**src/rtl/div_issue_ctrl.sv**
```systemverilog
// div_issue_ctrl: issuing end of the serial divider handshake; one divide in flight, rd scoreboarded until writeback.
// Optional WAIT-phase watchdog is compiled in with `define DIV_WATCHDOG_EN.
module div_issue_ctrl #(
    parameter int TIMEOUT_CYCLES = 48
) (
    input  logic        clk,
    input  logic        rst,
    input  logic        stall,
    input  logic        flush,
    input  logic        in_valid,
    input  logic        in_is_div,
    input  logic [1:0]  in_div_ctrl,
    input  logic [4:0]  in_rs1_idx,
    input  logic [4:0]  in_rs2_idx,
    input  logic [4:0]  in_rd,
    input  logic [31:0] in_rs1_val,
    input  logic [31:0] in_rs2_val,
    output logic        div_accept,
    output logic        hazard_stall,
    output logic        div_req_valid,
    output logic [1:0]  div_req_ctrl,
    output logic [31:0] div_req_rs1,
    output logic [31:0] div_req_rs2,
    output logic [4:0]  div_req_rd,
    input  logic        div_done,
    output logic        div_busy,
    output logic        div_timeout
);

    typedef enum logic [1:0] {S_IDLE, S_ISSUE, S_WAIT, S_DRAIN} state_t;

    state_t      r_state;
    state_t      w_state_nxt;
    logic [1:0]  r_ctrl;
    logic [31:0] r_rs1;
    logic [31:0] r_rs2;
    logic [4:0]  r_rd;
    logic        w_raw;
    logic        w_waw;
    logic        w_wd_hit;

    // x0 is never a real destination, so a pending rd of 0 never blocks anything.
    assign w_raw = (r_rd != 5'd0) && ((in_rs1_idx == r_rd) || (in_rs2_idx == r_rd));
    assign w_waw = (r_rd != 5'd0) && (in_rd == r_rd);

    always_comb begin
        w_state_nxt  = r_state;
        div_accept   = 1'b0;
        hazard_stall = 1'b0;
        if (in_valid && !flush) begin
            if (r_state == S_IDLE) div_accept   = in_is_div;
            else                   hazard_stall = in_is_div || w_raw || w_waw;
        end
        case (r_state)
            S_IDLE:  if (div_accept) w_state_nxt = S_ISSUE;
            S_ISSUE: if (!stall)     w_state_nxt = S_WAIT;
            S_WAIT: begin
                if (div_done)      w_state_nxt = S_DRAIN;
                else if (w_wd_hit) w_state_nxt = S_IDLE;
            end
            S_DRAIN: w_state_nxt = S_IDLE;
            default: w_state_nxt = S_IDLE;
        endcase
        if (flush) w_state_nxt = S_IDLE;
    end

    always_ff @(posedge clk) begin
        if (rst) begin
            r_state <= S_IDLE;
            r_ctrl  <= 2'd0;
            r_rs1   <= 32'd0;
            r_rs2   <= 32'd0;
            r_rd    <= 5'd0;
        end else begin
            r_state <= w_state_nxt;
            if (div_accept) begin
                r_ctrl <= in_div_ctrl;
                r_rs1  <= in_rs1_val;
                r_rs2  <= in_rs2_val;
                r_rd   <= in_rd;
            end
        end
    end

    assign div_req_valid = (r_state == S_ISSUE);
    assign div_req_ctrl  = r_ctrl;
    assign div_req_rs1   = r_rs1;
    assign div_req_rs2   = r_rs2;
    assign div_req_rd    = r_rd;
    assign div_busy      = (r_state != S_IDLE);

`ifdef DIV_WATCHDOG_EN
    logic [7:0] r_wd_cnt;
    logic       r_timeout;

    // Fires on the non-stalled WAIT cycle whose increment would make the count reach the limit.
    assign w_wd_hit = (r_state == S_WAIT) && !stall && !div_done
                      && (r_wd_cnt == 8'(TIMEOUT_CYCLES - 1));

    always_ff @(posedge clk) begin
        if (rst) begin
            r_wd_cnt  <= 8'd0;
            r_timeout <= 1'b0;
        end else begin
            if (flush || (r_state != S_WAIT)) r_wd_cnt <= 8'd0;
            else if (!stall)                  r_wd_cnt <= r_wd_cnt + 8'd1;
            if (w_wd_hit && !flush)           r_timeout <= 1'b1;
        end
    end

    assign div_timeout = r_timeout;
`else
    logic w_unused_timeout;

    assign w_wd_hit         = 1'b0;
    assign div_timeout      = 1'b0;
    assign w_unused_timeout = (TIMEOUT_CYCLES != 0);
`endif

endmodule

```
**config.mk**
```make
export PLATFORM = sky130hd
export DESIGN_NAME = div_issue_ctrl
export DESIGN_NICKNAME = d
export VERILOG_FILES = /design/src/rtl/div_issue_ctrl.sv
export SDC_FILE = /design/constraint.sdc
export NUM_CORES = 1
export LEC_CHECK = 0
export ABC_AREA = 0
export BUFFER_PORTS_ARGS = -buffer_cell sky130_fd_sc_hd__buf_4
export CORE_ASPECT_RATIO = 1.5
export CORE_MARGIN = 1.5
export CORE_UTILIZATION = 46
export DETAILED_ROUTE_END_ITERATION = 6
export PLACE_DENSITY = 0.84
export SETUP_SLACK_MARGIN = 0.2
export SLEW_MARGIN = 30
export SYNTH_ARGS = -nofsm -noshare
export SYNTH_HDL_FRONTEND = slang
export SYNTH_SLANG_ARGS = --single-unit
```
**constraint.sdc**
```tcl
create_clock -name clk -period 4.2 [get_ports clk]
set_input_delay 0.63 -clock clk [delete_from_list [all_inputs] [get_ports clk]]
set_output_delay 0.63 -clock clk [all_outputs]
set_load 0.05 [all_outputs]
```
==> Word-level counts from Yosys, hierarchy flattened <==
Cells that the tools add are included.
{ "op_classes": {"reduce_logical": 12, "n_mux": 8, "n_eq_ne": 9} }
{ "op_table": {"columns": ["cell", "n"], "rows": [
  ["5-bit equality test", 3],
  ["2-bit one-hot mux with 4 select lines", 1],
  ["2-bit 2-to-1 mux", 3],
  ["2-bit inequality test, second input constant", 3],
  ["5-bit nonzero test", 1],
  ["2-bit equality test, second input constant", 2],
  ["1-bit 2-to-1 mux", 4],
  ["1-bit logical AND", 3],
  ["1-bit logical OR", 3],
  ["3-bit AND reduction", 1],
  ["2-bit by 1-bit equality test with 1-bit output, second input constant", 1],
  ["2-bit logical NOT", 1],
  ["2-bit nonzero test", 1],
  ["2-bit OR reduction", 1],
  ["1-bit logical NOT", 1]
]} }
{ "word_totals": {"output_inout_bits": 76, "wordCells": 34, "register_bits": 73, "inputBits": 88} }

==> Longest topological paths before layout <==
Gate-level depths: netlist of the first run.
{ "logic_depth": {"ltp_word": 7, "depth_mapped": 8, "ltp_nobuf": 6} }

==> Worst setup path after synthesis of the first run <==
OpenSTA, ideal clock, no wires.
{ "synth_timing": {"path_type": "register to output", "start": "reg r_rd[1], in the netlist div_req_rd[1]", "end": "out hazard_stall", "t_arrival_ps": 2237, "slack_ps": 1333, "path_buffers": 0, "t_required_ps": 3570, "stages_incl_launch_ff": 5, "path_cell_list": "dfxtp_1 -> or4_1 -> nor3_1 -> or4b_1 -> a31oi_1"} }
{ "synth_between": {"elab_chain_cells": 7, "word_cells_on_any_way": 11} }
{ "synth_lines": {"columns": ["item", "line_no", "source"], "rows": [
  ["start: declaration", "37", "logic [4:0] r_rd;"],
  ["start signal: assignment", "80", "r_rd <= in_rd;"],
  ["5-bit equality test", "43", "assign w_raw = (r_rd != 5'd0) && ((in_rs1_idx == r_rd) || (in_rs2_idx == r_rd));"],
  ["1-bit logical OR", "43", null],
  ["1-bit logical AND", "43", null],
  ["1-bit logical OR", "52", "else hazard_stall = in_is_div || w_raw || w_waw;"],
  ["1-bit logical OR (*)", "52", null],
  ["1-bit 2-to-1 mux (*)", "51", "if (r_state == S_IDLE) div_accept = in_is_div;"],
  ["1-bit 2-to-1 mux (*)", "50", "if (in_valid && !flush) begin"],
  ["end: declaration", "19", "output logic hazard_stall,"]
]} }
Every way passes the cells marked *; elsewhere a longest branch is shown, timed or not.

==> Worst setup path in the final report of the first run <==
{ "layout_timing": {"start": "reg r_state[0]", "end": "out hazard_stall"} }
{ "layout_between": {"elab_chain_cells": 3} }
{ "layout_lines": {"columns": ["item", "line_no", "source"], "rows": [
  ["start: declaration", "32", "state_t r_state;"],
  ["start signal: assignment", "75", "r_state <= w_state_nxt;"],
  ["2-bit logical NOT", "51", null],
  ["1-bit 2-to-1 mux", "51", null],
  ["1-bit 2-to-1 mux", "50", null]
]} }
Every way passes these cells.

==> impl_summary.txt, run 1 <==
----------------------------------------------------
[Layout]
  Most frequent cells in the layout ... sky130_fd_sc_hd__buf_4 (165), sky130_fd_sc_hd__nand2_1 (142), sky130_fd_sc_hd__dfxtp_1 (73)
  Post-route cell area ... 4180 µm²
  Synth-to-layout area growth ... 50.9%
  Share of final-layout standard cells stronger than drive strength 1 ... 0.358
  Most common cell after layout, fill and taps aside ... sky130_fd_sc_hd__buf_4
  Final nets ... 596
  Inserted Diodes ... 0

[Setup path]
  Type of element launching the critical path ... register
  Critical R2R Capture ... div_req_rs2[22]
  CP Launch Point ... r_state[0]
  Startpoint of the lowest-slack register-to-register path ... r_state[0]
  Setup crit end kind ... primary output
  Slowest cell on the critical path ... sky130_fd_sc_hd__or4b_1
  Reg2reg setup slack ... 2.05 ns
  Kind of critical path ... reg -> out
  Critical path arrival ... 1.92 ns
  Largest stage delay on the critical path ... 0.52 ns
  Max Fanout on Critical Path ... 4
  Worst EP required ... 3.57 ns
  Cell-by-cell trace of the critical path ... inv_1 -> ha_1 -> or4b_1 -> a31oi_1 -> buf_4
  CP Capture Point ... hazard_stall
  Reg2reg path depth ... 8

[Drt]
  Final wirelength ... 7860 µm
  Post-detailed-route count of antenna-violating nets ... 0
  Remaining DRCs ... 0
  Number of vias per cell after detailed routing ... 4.94
  DRC violation total after the first TritonRoute iteration ... 147
  Iteration count of the initial detailed-routing pass ... 4
  Mean routed wirelength per cell ... 13.5 µm
  Vias post-DR ... 2,869

[Die]
  Die extent in x ... 66.3 µm
  Chip height ... 98 µm
  Initial cell density of the core ... 0.478
  Die outline area ... 6500 µm²
  Core Box Area ... 5790 µm²
  Boundary pin count ... 164
  Row cnt ... 34

[CTS]
  Resize count post-CTS ... 0
  Clock-pin slew on the worst setup and hold paths ... 0.07 ns
  Maximum level of the CTS H-tree ... 3
  Hold_buf cts ... 0
  Clock buffer count from CTS ... 9
  Clock root buffer master ... sky130_fd_sc_hd__clkbuf_8
  Longest Clk Path Bufs ... 2
  Clock latency at the later pin of the worst-skew pair ... 0.34 ns
  Clock tree from TritonCTS ... yes
  Post CTS Setup Buffer Count ... 0
  Sink Count ... 73

[STA]
  Tightest Pin Transition ... 0.748 ns
  Shortest clock period the worst path allows after layout ... 2.55 ns
  RSZ-0062 raised after global routing ... false
  Number of pins exceeding their max-slew limit in the final report ... 0
  Number of hold-slack violations in the final timing report ... 0
  Post-route clock skew ... 0.00897 ns
  Final setup violation count ... 0
  Total Negative Setup Slacks ... 0 ns
  Portion of the clock cycle consumed by the worst path in the final layout ... 0.607
  Slew margin rel. ... 0.501
  Highest achievable clock rate ... 392 MHz

[Placement]
  Post-place instance area ... 3990 µm²
  Final GP Congestion ... 0.785
  Count of input and output buffers ... 162
  Detailed placer's ending HPWL ... 5620 µm

[Global routing]
  Overflow after GRT ... 0
  Vias in the first global route ... 2,729
  Antenna violations before repair ... 0
  Top Usage Layer GRT ... met2
  Largest net degree at the start of global routing ... 74
  Met1 Track Usage GR ... 0.248
  Global-route wire length before repair ... 12,000 µm
  Total routing usage reported by global routing ... 0.241
  GR met2 Demand/Resource ... 0.418
  Met3 usage ... 0.0622

[Pwr]
  Post-route total power ... 0.00149 W
  Worst vdd rail ir drop ... 0.000317 V
  Reported leakage power ... 1.85 nW
  Pwr dens ... 356 nW/µm²

[Synth]
  Distinct cell type count of the synthesized netlist ... 23
  Cells after Synth ... 354
  Sequential share of the synthesized area ... 0.528
  Flops & latches, synth ... 73
  Post-synth design cell area ... 2770 µm²
  Syn nets ... 446
  Synthesized area per cell ... 7.82 µm²
  Yosys warning count ... 0

[Worst hold path]
  Hold Path Class ... reg -> reg
  Worst Hold Launch ... div_req_rs2[6]
  Hold path cells ... 2

[Run status]
  Outcome ... completed

[Flow run]
  Reported max-cap violation count ... 0

----------------------------------------------------
[flip-flops by register name, indices dropped and copies added, names as in the netlist]
| register | count |
|---|---|
| div_req_rs2 | 32 |
| div_req_rd | 5 |
| div_req_ctrl | 2 |
| r_state | 2 |
| div_req_rs1 | 32 |
[synth_stat cells]
cell,number,area share
sky130_fd_sc_hd__nor3_1,5,0.0090
sky130_fd_sc_hd__a2111oi_1,1,0.0036
sky130_fd_sc_hd__dfxtp_1,73,0.53
sky130_fd_sc_hd__xor2_1,9,0.028
sky130_fd_sc_hd__conb_1,1,0.0014
sky130_fd_sc_hd__inv_2,1,0.0014
sky130_fd_sc_hd__or4_1,1,0.0027
sky130_fd_sc_hd__nor2_1,2,0.0027
sky130_fd_sc_hd__ha_1,4,0.018
sky130_fd_sc_hd__nand2_1,142,0.19
sky130_fd_sc_hd__buf_2,1,0.0018
sky130_fd_sc_hd__clkbuf_1,22,0.030
sky130_fd_sc_hd__a31oi_1,2,0.0045
sky130_fd_sc_hd__buf_4,1,0.0027
sky130_fd_sc_hd__a222oi_1,1,0.0036
sky130_fd_sc_hd__nand3_1,2,0.0036
sky130_fd_sc_hd__nand4b_1,1,0.0032
sky130_fd_sc_hd__or4b_1,1,0.0036
sky130_fd_sc_hd__a21oi_1,71,0.13
sky130_fd_sc_hd__inv_1,4,0.0054
sky130_fd_sc_hd__buf_1,2,0.0027
sky130_fd_sc_hd__xnor2_1,6,0.019
sky130_fd_sc_hd__mux2i_1,1,0.0036
[cell type report]
class | instances | area [µm²]
Multi-Input combinational cell | 250 | 1180
Sequential cell | 73 | 1460
Timing Repair Buffer | 165 | 1240
Tap cell | 72 | 90.1
Clock buffer | 10 | 138
Inverter | 5 | 18.8
Clock inverter | 6 | 43.8
Fill cell | 487 | 1610
[per-stage QoR]
stage                util  hold WS, ns  worst slack (ns)  std cells
floorplan               -        0.496              1.33        354
global placement    0.690        0.442              1.86        565
detailed placement  0.690        0.447              1.90        565
CTS                 0.722        0.458              1.62        581
global route        0.722        0.469              1.53        581
finish              0.722        0.454              1.65        581
[worst max-delay path: cells and delay by family, from the launching register on]
kind                     cells  cell delay (ns)
AND/OR/NAND/NOR              1             0.52
flip-flops                   1             0.36
AO/OA/AOI/OAI                1             0.14
buffers and inverters        2             0.31
adder cells (fa/ha/maj)      1             0.25
[worst min path at each step]
stage                            endpoint  slack [ns]
final                      div_req_rs2[6]        0.45
after global routing           r_state[1]        0.47
after CTS                 div_req_rs1[21]        0.46
after detailed placement  div_req_rs1[21]        0.45
after global placement    div_req_rs2[26]        0.44
after floorplan                r_state[0]        0.50
[layer usage]
| layer | up-vias | wire [µm] |
|---|---|---|
| met5 | - | 0 |
| met4 | 0 | 365 |
| met3 | 31 | 539 |
| met2 | 114 | 4150 |
| met1 | 1291 | 2810 |
| li1 | 1433 | - |
[power by group]
group	total, W	switching [W]	leakage (nW)	internal (W)
logic	0.000265	0.000159	1.17	0.000106
registers	0.000729	0.0000142	0.593	0.000715
clock network	0.000491	0.000262	0.0805	0.000230
total	0.00149	0.000435	1.85	0.00105
[kinds of logic (layout without fill, tap and decap cells)]
logic type,count (synthesis),count (layout),synth area share
compound gates,75,75,0.140
xor+xnor,15,15,0.0475
fa+ha+maj,4,4,0.0181
buf+inv,31,186,0.0438
flops,73,73,0.528
mux,1,1,0.00362
other cells,1,1,0.00135
simple gates,154,154,0.217
No activity file was read; power rests on OpenSTA's default activity.
==> run 2, diff against run 1 <==
- CORE_UTILIZATION: 46 -> 43
- PLACE_DENSITY: 0.84 -> 0.79
- clock period: 4.2 -> 2.5 ns (I/O delays scaled with it)
==> run 2 against run 1 <==
  * Die area rose by 6.7%
  * Core utilization fell by 3.1 points
  * Sequential cell count did not move
  * Cell count rose by 0.52%
  * Largest cell class unchanged
  * Via count fell by 2.3%
  * Final area rose by 2.1%
  * Clock power rose by 110%
==> impl_summary.txt, run 2 (same netlist as run 1, synthesis figures left out) <==
----------------------------------------------------
[Placement]
  Post-placement setup slack ... 0.483 ns
  Detailed placer's ending HPWL ... 5580 µm
  Final GP Congestion ... 0.764
  Count of input and output buffers ... 162
  Post-place instance area ... 4020 µm²

[Layout]
  Inserted Diodes ... 0
  Most common cell after layout, fill and taps aside ... sky130_fd_sc_hd__buf_4
  Post-route cell area ... 4260 µm²
  Synth-to-layout area growth ... 54.1%
  Final core utilization ... 0.691
  Final nets ... 597
  Share of final-layout standard cells stronger than drive strength 1 ... 0.373
  Most frequent cells in the layout ... sky130_fd_sc_hd__buf_4 (165), sky130_fd_sc_hd__nand2_1 (142), sky130_fd_sc_hd__a21oi_1 (71)

[Setup path]
  Worst EP required ... 2.12 ns
  Number of buffer and inverter stages on the critical path ... 2
  Largest stage delay on the critical path ... 0.55 ns
  Setup crit end kind ... primary output
  Critical path arrival ... 1.85 ns
  Kind of critical path ... reg -> out
  Cell class contributing the biggest share of worst-path delay ... simple AND/OR/NAND/NOR gates
  Cell-by-cell trace of the critical path ... inv_1 -> ha_2 -> or4b_4 -> a31oi_4 -> buf_6
  Slowest cell on the critical path ... sky130_fd_sc_hd__or4b_4
  Type of element launching the critical path ... register
  Max Fanout on Critical Path ... 4

[Drt]
  DRC violation total after the first TritonRoute iteration ... 135
  Number of vias per cell after detailed routing ... 4.80
  Final wirelength ... 7700 µm
  Vias post-DR ... 2,804
  Mean routed wirelength per cell ... 13.2 µm
  Iteration count of the initial detailed-routing pass ... 4
  Remaining DRCs ... 0
  Post-detailed-route count of antenna-violating nets ... 0

[STA]
  Number of pins exceeding their max-slew limit in the final report ... 0
  Tightest Pin Transition ... 0.756 ns
  Portion of the clock cycle consumed by the worst path in the final layout ... 0.891
  RSZ-0062 raised after global routing ... false
  Total Negative Setup Slacks ... 0 ns
  Number of hold-slack violations in the final timing report ... 0
  Slew margin rel. ... 0.496
  Highest achievable clock rate ... 449 MHz
  Post-route clock skew ... 0.00818 ns
  Shortest clock period the worst path allows after layout ... 2.23 ns
  Worst-case setup margin in the final layout ... 0.272 ns
  Final setup violation count ... 0

[Global routing]
  Global-route wire length before repair ... 11,700 µm
  Antenna violations before repair ... 0
  Total routing usage reported by global routing ... 0.222
  Largest net degree at the start of global routing ... 74
  Vias in the first global route ... 2,655
  Overflow after GRT ... 0

[Pwr]
  Pwr dens ... 636 nW/µm²
  Reported leakage power ... 1.89 nW
  Post-route total power ... 0.00271 W
  Worst vdd rail ir drop ... 0.000453 V

[CTS]
  Clock latency at the later pin of the worst-skew pair ... 0.34 ns
  Clock tree from TritonCTS ... yes
  Clock buffer count from CTS ... 9
  Clock root buffer master ... sky130_fd_sc_hd__clkbuf_8
  Longest Clk Path Bufs ... 2
  Sink Count ... 73
  Maximum level of the CTS H-tree ... 3
  Clock-pin slew on the worst setup and hold paths ... 0.07 ns
  Hold_buf cts ... 0
  Post CTS Setup Buffer Count ... 0

[Flow run]
  Reported max-cap violation count ... 0

[Die]
  Die extent in x ... 68.5 µm
  Initial cell density of the core ... 0.448
  Boundary pin count ... 164
  Row cnt ... 35
  Chip height ... 101 µm
  Die outline area ... 6940 µm²
  Core Box Area ... 6170 µm²

[Run status]
  Outcome ... completed

[Worst hold path]
  Hold Path Class ... in -> reg

----------------------------------------------------
[run 2: cell count changes in the layout (fill, tap and decap cells not counted), moves of 2 or more]
cell / previous run / this run
sky130_fd_sc_hd__dfxtp_2: 0 / 5
sky130_fd_sc_hd__bufinv_16: 0 / 2
sky130_fd_sc_hd__clkinvlp_4: 4 / 0
sky130_fd_sc_hd__dfxtp_1: 73 / 68
[run 2: area by class of cell]
cell class,count,area [µm²]
multi-input combinational,250,1210
timing repair buffer,166,1250
sequential,73,1470
tap,74,92.6
clock inverter,4,73.8
fill,543,1910
clock buffer,12,155
inverter,5,18.8
[run 2: final timing paths]
check | start | slack (ns) | end | cells past startpoint
max | r_state[0] | 0.27 | hazard_stall | 5
min reg2reg | div_req_rs1[9] | 0.45 | div_req_rs1[9] | 2
min | flush | 0.23 | r_state[0] | 2
max reg2reg | r_state[0] | 0.53 | r_state[0] | 6
[run 2: per-layer routing]
layer / routed length [µm] / up-vias / track usage / part of all wire
met1: 2770 / 1240 / 0.230 / 0.36
met4: 225 / 0 / 0.108 / 0.029
met5: 0 / - / 0 / 0
met2: 3970 / 110 / 0.382 / 0.52
li1: - / 1438 / - / -
met3: 735 / 16 / 0.0822 / 0.095
[run 2: power breakdown]
group	internal [W]	switching, W	total (W)
sequential	0.00120	0.0000231	0.00122
combinational	0.000179	0.000271	0.000450
clock	0.000619	0.000417	0.00104
[run 2: what timing repair did]
action	CTS	global route
hold endpoints to repair	0	0
gates resized for setup	3	5
setup endpoints to repair	1	1
[run 2: stage by stage]
stage / instances / hold slack, ns
floorplan: 354 / 0.452
global placement: 568 / 0.442
detailed placement: 568 / 0.447
CTS: 584 / 0.225
global route: 584 / 0.230
finish: 584 / 0.232
